===== config.mk =====
export PLATFORM = sky130hd
export DESIGN_NAME = spi_rom_responder
export DESIGN_NICKNAME = d
export VERILOG_FILES = /design/src/rtl/spi_rom_responder.sv
export SDC_FILE = /design/constraint.sdc
export NUM_CORES = 1
export LEC_CHECK = 0
export ABC_AREA = 1
export CAP_MARGIN = 20
export CORE_UTILIZATION = 60
export CTS_BUF_LIST = sky130_fd_sc_hd__clkbuf_4 sky130_fd_sc_hd__clkbuf_8
export DETAILED_ROUTE_END_ITERATION = 10
export GPL_ROUTABILITY_DRIVEN = 0
export HOLD_SLACK_MARGIN = 0.12
export PLACE_DENSITY_LB_ADDON = 0.1
export SETUP_SLACK_MARGIN = 0.1
export SLEW_MARGIN = 10
export SYNTH_ARGS = -nofsm -noshare
export SYNTH_HDL_FRONTEND = slang
export SYNTH_SLANG_ARGS = --single-unit

===== constraint.sdc =====
create_clock -name clk -period 2.1 [get_ports clk]
set_clock_uncertainty 0.15 [all_clocks]
set_input_delay 0.42 -clock clk [delete_from_list [all_inputs] [get_ports clk]]
set_output_delay 0.42 -clock clk [all_outputs]
set_load 0.005 [all_outputs]

===== src/rtl/spi_rom_responder.sv =====
// SPI read-only memory responder: accepts READ (03h) with a 24-bit address and streams bytes
// from a synchronous backing memory, one byte prefetched ahead of the shifter.
module spi_rom_responder #(
  parameter int unsigned ADDR_W = 11
) (
  input  logic              clk,
  input  logic              reset_n,
  input  logic              spi_cs,
  input  logic              spi_sclk,
  input  logic              spi_mosi,
  output logic              spi_miso,
  output logic [ADDR_W-1:0] mem_addr,
  output logic              mem_rd,
  input  logic [7:0]        mem_rdata,
  output logic              busy,
  output logic              cmd_err
);

  typedef enum logic [2:0] {
    StIdle,
    StCmd,
    StAddr,
    StData,
    StIgnore
  } state_e;

  logic [1:0] cs_sync_q;
  logic [1:0] sclk_sync_q;
  logic [1:0] mosi_sync_q;
  logic       sclk_dly_q;

  logic cs_s;
  logic mosi_s;
  logic sclk_rise;
  logic sclk_fall;

  always_ff @(posedge clk or negedge reset_n) begin
    if (!reset_n) begin
      cs_sync_q   <= '0;
      sclk_sync_q <= '0;
      mosi_sync_q <= '0;
      sclk_dly_q  <= 1'b0;
    end else begin
      cs_sync_q   <= {cs_sync_q[0], spi_cs};
      sclk_sync_q <= {sclk_sync_q[0], spi_sclk};
      mosi_sync_q <= {mosi_sync_q[0], spi_mosi};
      sclk_dly_q  <= sclk_sync_q[1];
    end
  end

  assign cs_s      = cs_sync_q[1];
  assign mosi_s    = mosi_sync_q[1];
  assign sclk_rise = sclk_sync_q[1] & ~sclk_dly_q;
  assign sclk_fall = ~sclk_sync_q[1] & sclk_dly_q;

  // After reset a transaction may only start once CS has been seen low with the
  // synchronizer already refilled, so a CS held high across reset is not a start.
  logic [1:0] warm_q;
  logic       armed_q;

  always_ff @(posedge clk or negedge reset_n) begin
    if (!reset_n) begin
      warm_q  <= '0;
      armed_q <= 1'b0;
    end else begin
      if (warm_q != 2'd2) begin
        warm_q <= warm_q + 2'd1;
      end
      if ((warm_q == 2'd2) && !cs_s) begin
        armed_q <= 1'b1;
      end
    end
  end

  state_e            state_q;
  logic [4:0]        cnt_q;
  logic [6:0]        cmd_q;
  logic [ADDR_W-2:0] addr_sr_q;
  logic [6:0]        tx_q;
  logic [7:0]        pref_q;
  logic              rd_pend_q;

  always_ff @(posedge clk or negedge reset_n) begin
    if (!reset_n) begin
      state_q   <= StIdle;
      cnt_q     <= '0;
      cmd_q     <= '0;
      addr_sr_q <= '0;
      tx_q      <= '0;
      pref_q    <= '0;
      rd_pend_q <= 1'b0;
      spi_miso  <= 1'b0;
      mem_addr  <= '0;
      mem_rd    <= 1'b0;
      cmd_err   <= 1'b0;
    end else begin
      mem_rd    <= 1'b0;
      cmd_err   <= 1'b0;
      rd_pend_q <= mem_rd;
      if (rd_pend_q) begin
        pref_q <= mem_rdata;
      end

      // CS low wins over any SCLK edge seen in the same cycle.
      if (!cs_s) begin
        state_q  <= StIdle;
        cnt_q    <= '0;
        spi_miso <= 1'b0;
      end else begin
        unique case (state_q)
          StIdle: begin
            spi_miso <= 1'b0;
            if (armed_q) begin
              state_q <= StCmd;
              cnt_q   <= '0;
            end
          end

          StCmd: begin
            if (sclk_rise) begin
              cmd_q <= 7'({cmd_q, mosi_s});
              if (cnt_q == 5'd7) begin
                cnt_q <= '0;
                if ({cmd_q, mosi_s} == 8'h03) begin
                  state_q <= StAddr;
                end else begin
                  cmd_err <= 1'b1;
                  state_q <= StIgnore;
                end
              end else begin
                cnt_q <= cnt_q + 5'd1;
              end
            end
          end

          StAddr: begin
            if (sclk_rise) begin
              // Only the low ADDR_W bits are kept; upper address bits fall off the top.
              addr_sr_q <= (ADDR_W-1)'({addr_sr_q, mosi_s});
              if (cnt_q == 5'd23) begin
                mem_addr <= {addr_sr_q, mosi_s};
                mem_rd   <= 1'b1;
                cnt_q    <= '0;
                state_q  <= StData;
              end else begin
                cnt_q <= cnt_q + 5'd1;
              end
            end
          end

          StData: begin
            if (sclk_fall) begin
              if (cnt_q == 5'd0) begin
                spi_miso <= pref_q[7];
                tx_q     <= pref_q[6:0];
                mem_addr <= mem_addr + 1'b1;
                mem_rd   <= 1'b1;
                cnt_q    <= 5'd1;
              end else begin
                spi_miso <= tx_q[6];
                tx_q     <= {tx_q[5:0], 1'b0};
                cnt_q    <= (cnt_q == 5'd7) ? 5'd0 : cnt_q + 5'd1;
              end
            end
          end

          StIgnore: begin
            spi_miso <= 1'b0;
          end

          default: begin
            state_q  <= StIdle;
            spi_miso <= 1'b0;
          end
        endcase
      end
    end
  end

  assign busy = (state_q != StIdle);

endmodule

; Word level (Yosys, flattened, before mapping)
; Index checks and enable logic that the tools add are counted.
[classes]
add_sub_neg = 3
n_eq_ne = 22
n_mux = 38
n_bitwise = 4
n_reduce_logical = 15
[ops]
columns = op, n
row1 = 11-bit two-way mux, 4
row2 = 5-bit two-way mux, 8
row3 = 11-bit case mux with 2 select lines, 1
row4 = 3-bit two-way mux, 7
row5 = 5-bit case mux with 4 select lines, 1
row6 = "3-bit != test, second input constant", 6
row7 = "2-bit != test, second input constant", 7
row8 = 1-bit two-way mux, 13
row9 = 3-bit case mux with 4 select lines, 1
row10 = 6-bit AND reduction, 2
row11 = "11-bit by 1-bit adder with 11-bit output, second input constant", 1
row12 = 3-bit AND reduction, 3
row13 = "8-bit by 2-bit == test with 1-bit output, second input constant", 1
row14 = 7-bit two-way mux, 1
row15 = "3-bit by 2-bit == test with 1-bit output, second input constant", 2
row16 = "5-bit by 1-bit adder with 5-bit output, second input constant", 1
row17 = "5-bit by 3-bit == test with 1-bit output, second input constant", 1
row18 = "5-bit == test, second input constant", 1
row19 = 5-bit logical NOT, 1
row20 = "5-bit by 1-bit != test with 1-bit output, second input constant", 1
row21 = 5-bit AND reduction, 1
row22 = 1-bit case mux with 2 select lines, 2
row23 = 2-bit OR reduction, 2
row24 = "3-bit by 1-bit == test with 1-bit output, second input constant", 1
row25 = 11 further kinds, 13
[word_totals]
ff_bits = 65
inputBits = 13
output_inout_bits = 15

; Depth between registers and ports, before layout
; Gate-level depths: netlist of run 1.
[logic_depth]
ltp_word = 6
depth_mapped = 11

; Worst setup path before layout of run 1
; No wires, ideal clock.
[synth_path]
path_type = register to register
startpoint = reg cnt_q[0]
endpoint = reg mem_addr[9]
setup_ns = 0.065
t_arrival_ns = 1.408
required_ns = 1.885
setup_slack_ns = 0.477
path_stages_with_launch = 12
synth_period_minus_slack_ns = 1.623
cell_sequence = dfrtp_1 inv_1 ha_1 inv_1 nor2_1 nand3_2 nand2_1 inv_2 nor2_4 buf_6 nand3_1 nand2_1
[synth_between]
elab_chain_cells = 3
word_cells_on_any_way = 5
[synth_rtl]
columns = element, line_no
row1 = from (decl), 76  ; logic [4:0] cnt_q;
row2 = from (signal assigned), 131  ; cnt_q <= cnt_q + 5'd1;
row3 = from (signal assigned), 146  ; cnt_q <= cnt_q + 5'd1;
row4 = from (signal assigned), 162  ; cnt_q <= (cnt_q == 5'd7) ? 5'd0 : cnt_q + 5'd1;
row5 = 5-bit == test or 5-bit logical NOT (tied branches), "140, 153"
row6 = 2-bit != test (no line), -
row7 = 6-bit AND reduction (no line) *, -
row8 = to (signal assigned), 141  ; mem_addr <= {addr_sr_q, mosi_s};
row9 = to (signal assigned), 156  ; mem_addr <= mem_addr + 1'b1;
row10 = to (decl), 12  ; output logic [ADDR_W-1:0] mem_addr,
; Every way passes the cells marked *; elsewhere a longest branch is shown, timed or not.
; A chain may end at the register's enable or synchronous reset.

; Worst setup path in the final report of run 1
[layout_path]
startpoint = reg mem_addr[2]
endpoint = out mem_addr[2]
; No word-level cell between the ends.

==> results of run 1 <==
[flip-flops by register name, indices dropped and copies added (netlist names)]
register and flops:
addr_sr_q 10, armed_q 1, cmd_err 1, cmd_q 7, cnt_q 5, cs_sync_q 2, mem_addr 11, mem_rd 1
mosi_sync_q 2, pref_q 8, rd_pend_q 1, sclk_dly_q 1, sclk_sync_q 2, spi_miso 1, state_q 3, tx_q 7
warm_q 2
[layer usage]
metal  global-route usage [%]  wire (µm)  up-vias
met5                        0          0        -
li1                         -          -     1319
met1                     32.9       2910     1225
met2                     39.5       2970       57
met4                     11.1        147        0
met3                     4.15        234       14
[power breakdown]
| group | internal (mW) | switching (mW) | leakage [nW] | total (mW) |
|---|---|---|---|---|
| Sequential | 1.40 | 0.0851 | 0.834 | 1.49 |
| Combinational | 0.241 | 0.362 | 0.925 | 0.603 |
| Clock | 0.619 | 0.500 | 0.102 | 1.12 |
| Total | 2.26 | 0.947 | 1.86 | 3.21 |
[final timing paths]
kind | startpoint | endpoint
min | sclk_sync_q[0] | sclk_sync_q[1]
max | mem_addr[2] | mem_addr[2]
min reg2reg | sclk_sync_q[0] | sclk_sync_q[1]
min in group asynchronous | reset_n | cnt_q[3]
max in group asynchronous | reset_n | mem_addr[0]
max reg2reg | state_q[1] | mem_addr[10]
[placed cells by master, fill, tap and decap left out, types with 2 or more instances in the layout]
| cell | n |
|---|---|
| a21oi_1 | 4 |
| nor2_2 | 2 |
| nand3_2 | 2 |
| mux2_2 | 3 |
| nor2_1 | 25 |
| dfrtp_1 | 61 |
| nand2_2 | 3 |
| nand2_1 | 123 |
| nand3_1 | 31 |
| o21ai_0 | 36 |
| dfrtp_2 | 4 |
| nand4_1 | 6 |
| nand3b_1 | 2 |
| clkbuf_8 | 11 |
| ha_1 | 4 |
| buf_4 | 6 |
| inv_1 | 41 |
| clkdlybuf4s50_1 | 25 |
| nor2_4 | 3 |
| inv_2 | 5 |
| clkinvlp_4 | 2 |
| buf_12 | 2 |
| nand2_4 | 2 |
| xnor2_1 | 2 |
| o21ai_1 | 13 |
[cell usage after synthesis]
| cell type | instances |
|---|---|
| nand2_1 | 123 |
| dfrtp_1 | 65 |
| inv_1 | 42 |
| o21ai_0 | 36 |
| nand3_1 | 31 |
| nor2_1 | 27 |
| o21ai_1 | 13 |
| nand4_1 | 6 |
| a21oi_1 | 4 |
| buf_2 | 4 |
| ha_1 | 4 |
| inv_2 | 4 |
| clkbuf_1 | 3 |
| mux2_2 | 3 |
| nand2_2 | 3 |
| buf_4 | 2 |
| buf_6 | 2 |
| nand2_4 | 2 |
| nand3_2 | 2 |
| nand3b_1 | 2 |
| nor2_4 | 2 |
| xnor2_1 | 2 |
| a21o_1 | 1 |
| a21oi_2 | 1 |
| a22o_1 | 1 |
| nand3_4 | 1 |
| nor2_2 | 1 |
| nor2_8 | 1 |
| nor3_2 | 1 |
| or2_2 | 1 |
| xor2_1 | 1 |
[cell type report]
type	count	area, µm²
clock buffer	11	151
clock inverter	5	62.6
fill	375	1310
inverter	46	173
multi-input combinational	269	1330
sequential	65	1630
tap	70	87.6
timing repair buffer	36	363
[cells by family after synthesis]
family / Yosys count / share of synthesized area, %
AND/OR/NAND/NOR: 203 / 28.7
flip-flops: 65 / 51.1
buffers and inverters: 57 / 7.59
AO/OA/AOI/OAI: 56 / 9.12
adder cells (fa/ha/maj): 4 / 1.57
XOR/XNOR: 3 / 0.826
multiplexers: 3 / 1.06
[timing repair]
item                                    CTS  global route
hold buffers                              1             0
endpoints found under the setup margin    1            14
hold endpoints to repair                 65             0
gates resized for setup                   5             4
setup buffers                             3             2
pin swaps                                 0             2
[metrics by stage]
stage / worst slack (ns) / power (mW)
after global placement: 0.280 / 2.05
after global routing: 0.143 / 3.39
after detailed placement: 0.220 / 2.07
final: 0.186 / 3.21
after CTS: 0.104 / 3.21
after floorplan: 0.477 / 1.91
==> impl_metrics.json, run 1 <==
{
  "status": "completed",
  "grt.overflow.total": 0,
  "drv_cap": 0,
  "postRouteAntennaNets": 0,
  "cp_slowest_cell": "clkdlybuf4s50_1",
  "clockBufferDepth": 2,
  "fin_util_pct": 74.3,
  "regToRegSetupSlack_ns": 0.30,
  "synth-seq-cells": 65,
  "coreArea_um2": 5110,
  "layout.cells.non_filler": 502,
  "firstDrtPassIters": 5,
  "setup.worst_path.start_class": "flip-flop",
  "totalWireLength_mm": 6.27,
  "portBuffers": 27,
  "fin_tns_setup_ns": 0,
  "hpwl_mm": 4.28,
  "area_growth_pct": 19.2,
  "routedWlPerCell_um": 12.5,
  "cpLargestDelayFamily": "buffers and inverters",
  "yosysWarnings": 0,
  "worstPathBufferInverterCount": 1,
  "grt_start_max_net_pins": 66,
  "avgSynthCellArea_um2": 8.14,
  "drive_gt1_share_pct": 12.5,
  "cp_cell_sequence": "clkdlybuf4s50_1",
  "drc": 0,
  "worstMarginPinSlew_ns": 0.414,
  "min_period_ns": 1.91,
  "relSlewSlack_pct": 72.4,
  "synth_cell_types": 31,
  "final_cell_area_um2": 3790,
  "first_iter_violations": 120,
  "cts_buffers": 9,
  "slew_violations": 0,
  "ff2ff_path_depth": 9,
  "max_stage_delay_ns": 0.55,
  "hold_slack_ns": 0.202,
  "cp-end-kind": "primary output",
  "antenna_found_initial": 0,
  "cts-root-buf": "clkbuf_8",
  "pwr_density_cell_nw_per_um2": 846,
  "io_pins": 28,
  "synthCells": 391,
  "hold_class": "flip-flop to flip-flop",
  "tritoncts": "done",
  "die_h_um": 74.8,
  "grt_setup_unrepaired": "false",
  "synth.area.top_cells": "dfrtp_1 (51%), nand2_1 (15%), o21ai_0 (5.7%)",
  "synth_nets": 408,
  "timing.final.crit_share_pct": 91.1,
  "path_max_fanout": 7,
  "die_area_um2": 5600,
  "grt_pass1_wl_mm": 10.2,
  "final-hold-violation-count": 0,
  "final_nets": 444,
  "initial_utilization_pct": 62.3,
  "vdd.ir_drop.worst_mv": 0.668,
  "yosysTopAreaCell": "dfrtp_1",
  "vias": 2615,
  "core.rowCount": 26,
  "crit_cells": 1,
  "clkSinkCount": 65,
  "clock.fmax_mhz": 522,
  "viasPerCell": 5.21,
  "worst-setup-path-type": "flip-flop to primary output",
  "dieWidth_um": 74.8,
  "whs_path_depth": 0,
  "detailed_place.area_um2": 3500,
  "critPathArrivalTime_ns": 1.34,
  "finalSetupViolCount": 0,
  "ys_seq_area_share_pct": 51.1,
  "clkTransAtPathRegs_ns": 0.07,
  "dp_cells": 480,
  "diodes": 0,
  "netlist_area_um2": 3180,
  "grt_pass1_vias": 2331,
  "required_ns": 1.53,
  "h-tree-depth": 3,
  "grt_usage_pct": 24.6,
  "clk_latency_ns": 0.34,
  "leakagePower_nw": 1.86,
  "synth_top_area_share_pct": 51.1
}
Power figures use the tool's default switching activity.
==> run 2: changes to the inputs <==
--- a/config.mk
+++ b/config.mk
@@ -12,7 +12,9 @@
 export DETAILED_ROUTE_END_ITERATION = 10
 export GPL_ROUTABILITY_DRIVEN = 0
 export HOLD_SLACK_MARGIN = 0.12
+export MAX_ROUTING_LAYER = met4
 export PLACE_DENSITY_LB_ADDON = 0.1
+export RECOVER_POWER = 50
 export SETUP_SLACK_MARGIN = 0.1
 export SLEW_MARGIN = 10
 export SYNTH_ARGS = -nofsm -noshare
==> run 2 against run 1 <==
- clock-buffer cell count stayed put
- cell count did not move
- hold slack is essentially flat
- highest routed layer unchanged
- routed wire length about the same
- first-iteration DRC count grew 13%
- total power shrank 0.26%
- largest cell class unchanged
- register-to-register slack about the same
==> impl_metrics.json, run 2 (synthesis gave the netlist of run 1 again) <==
{
  "finalSetupViolCount": 0,
  "grt_usage_pct": 25.4,
  "viasPerCell": 5.19,
  "firstDrtPassIters": 5,
  "grt_pass1_wl_mm": 10.2,
  "drc": 0,
  "worstMarginPinSlew_ns": 0.855,
  "initial_utilization_pct": 62.3,
  "antenna_found_initial": 0,
  "vias": 2603,
  "hold_slack_ns": 0.203,
  "io_pins": 28,
  "grt_start_max_net_pins": 66,
  "hpwl_mm": 4.28,
  "portBuffers": 27,
  "clock.fmax_mhz": 524,
  "clk_latency_ns": 0.34,
  "cpLargestDelayFamily": "buffers and inverters",
  "slew_violations": 0,
  "cts_buffers": 9,
  "setup_ws_ns": 0.191,
  "leakagePower_nw": 1.86,
  "final-hold-violation-count": 0,
  "status": "completed",
  "whs_path_depth": 0,
  "timing.final.crit_share_pct": 90.9,
  "final_nets": 444,
  "diodes": 0,
  "path_max_fanout": 7,
  "grt.overflow.total": 0,
  "drv_cap": 0,
  "setup.worst_path.start_class": "flip-flop",
  "largest_reg_flops": 11,
  "dieWidth_um": 74.8,
  "ff2ff_path_depth": 9,
  "clkTransAtPathRegs_ns": 0.07,
  "grt_pass1_vias": 2336,
  "cp_slowest_cell": "clkdlybuf4s50_1",
  "hold_class": "flip-flop to flip-flop",
  "totalWireLength_mm": 6.27,
  "fin_util_pct": 74.0,
  "postRouteAntennaNets": 0,
  "routedWlPerCell_um": 12.5,
  "cp-end-kind": "primary output",
  "first_iter_violations": 136,
  "grt_setup_unrepaired": "false",
  "clkSinkCount": 65,
  "die_area_um2": 5600,
  "pwr_density_cell_nw_per_um2": 847,
  "required_ns": 1.53,
  "critPathArrivalTime_ns": 1.34,
  "h-tree-depth": 3,
  "worst-setup-path-type": "flip-flop to primary output",
  "fill_cells": 377,
  "tritoncts": "done",
  "vdd.ir_drop.worst_mv": 0.663,
  "layout_common_cells": "nand2_1 (123), dfrtp_1 (61), inv_1 (41), o21ai_0 (36), nand3_1 (31)",
  "area_growth_pct": 18.8,
  "cp_cell_sequence": "clkdlybuf4s50_1",
  "relSlewSlack_pct": 43.0,
  "worstPathBufferInverterCount": 1,
  "regMostFlops": "mem_addr",
  "max_stage_delay_ns": 0.55,
  "cts-root-buf": "clkbuf_8",
  "fin_tns_setup_ns": 0,
  "core.rowCount": 26,
  "coreArea_um2": 5110,
  "power.total_mw": 3.20,
  "die_h_um": 74.8,
  "largest_registers": "mem_addr (11), addr_sr_q (10), pref_q (8)",
  "final_common_cell": "nand2_1",
  "min_period_ns": 1.91,
  "pre_cts_slack_ns": 0.220,
  "crit_cells": 1,
  "drive_gt1_share_pct": 12.5,
  "clockBufferDepth": 2
}
run 2: area by class of cell:
type	instances	area [µm²]	share of cell area, %
clock inverter	5	62.6	1.65
tap	70	87.6	2.32
clock buffer	11	151	4.00
sequential	65	1630	43.2
timing repair buffer	36	350	9.27
multi-input combinational	269	1330	35.0
inverter	46	173	4.57
run 2: path summary, 6_finish.rpt:
| kind | start | endpoint | slack, ns |
|---|---|---|---|
| worst min register to register | sclk_sync_q[0] | sclk_sync_q[1] | 0.20 |
| worst max register to register | state_q[1] | mem_addr[10] | 0.30 |
| max in group asynchronous | reset_n | mem_addr[0] | 0.51 |
| worst min-delay path | sclk_sync_q[0] | sclk_sync_q[1] | 0.20 |
| min in group asynchronous | reset_n | cnt_q[3] | 0.67 |
| worst max-delay path | mem_addr[2] | mem_addr[2] | 0.19 |
run 2: metrics by stage:
stage	cells	area, µm²
2_1_floorplan	391	3180
3_3_place_gp	480	3500
3_5_place_dp	480	3500
4_1_cts	500	3760
5_1_grt	502	3780
6_report	502	3780
run 2: timing repair:
action                                  CTS  global route
endpoints found under the setup margin    1            14
buffers inserted                          3             2
pin swaps                                 0             2
gates resized for setup                   5             4
gates cloned                              0             0
hold buffers                              1             0
endpoints found under the hold margin    65             0
run 2: power by group:
group | total [mW] | switching, mW | internal (mW)
sequential | 1.49 | 0.0853 | 1.40
combinational | 0.598 | 0.361 | 0.237
clock | 1.12 | 0.497 | 0.619
total | 3.20 | 0.943 | 2.26
run 2: layer usage:
metal | share of wire (%) | track usage (%)
met1 | 46 | 32.8
met2 | 48 | 39.6
met3 | 4.3 | 4.15
met4 | 2.0 | 11.1
met5 | 0 | -
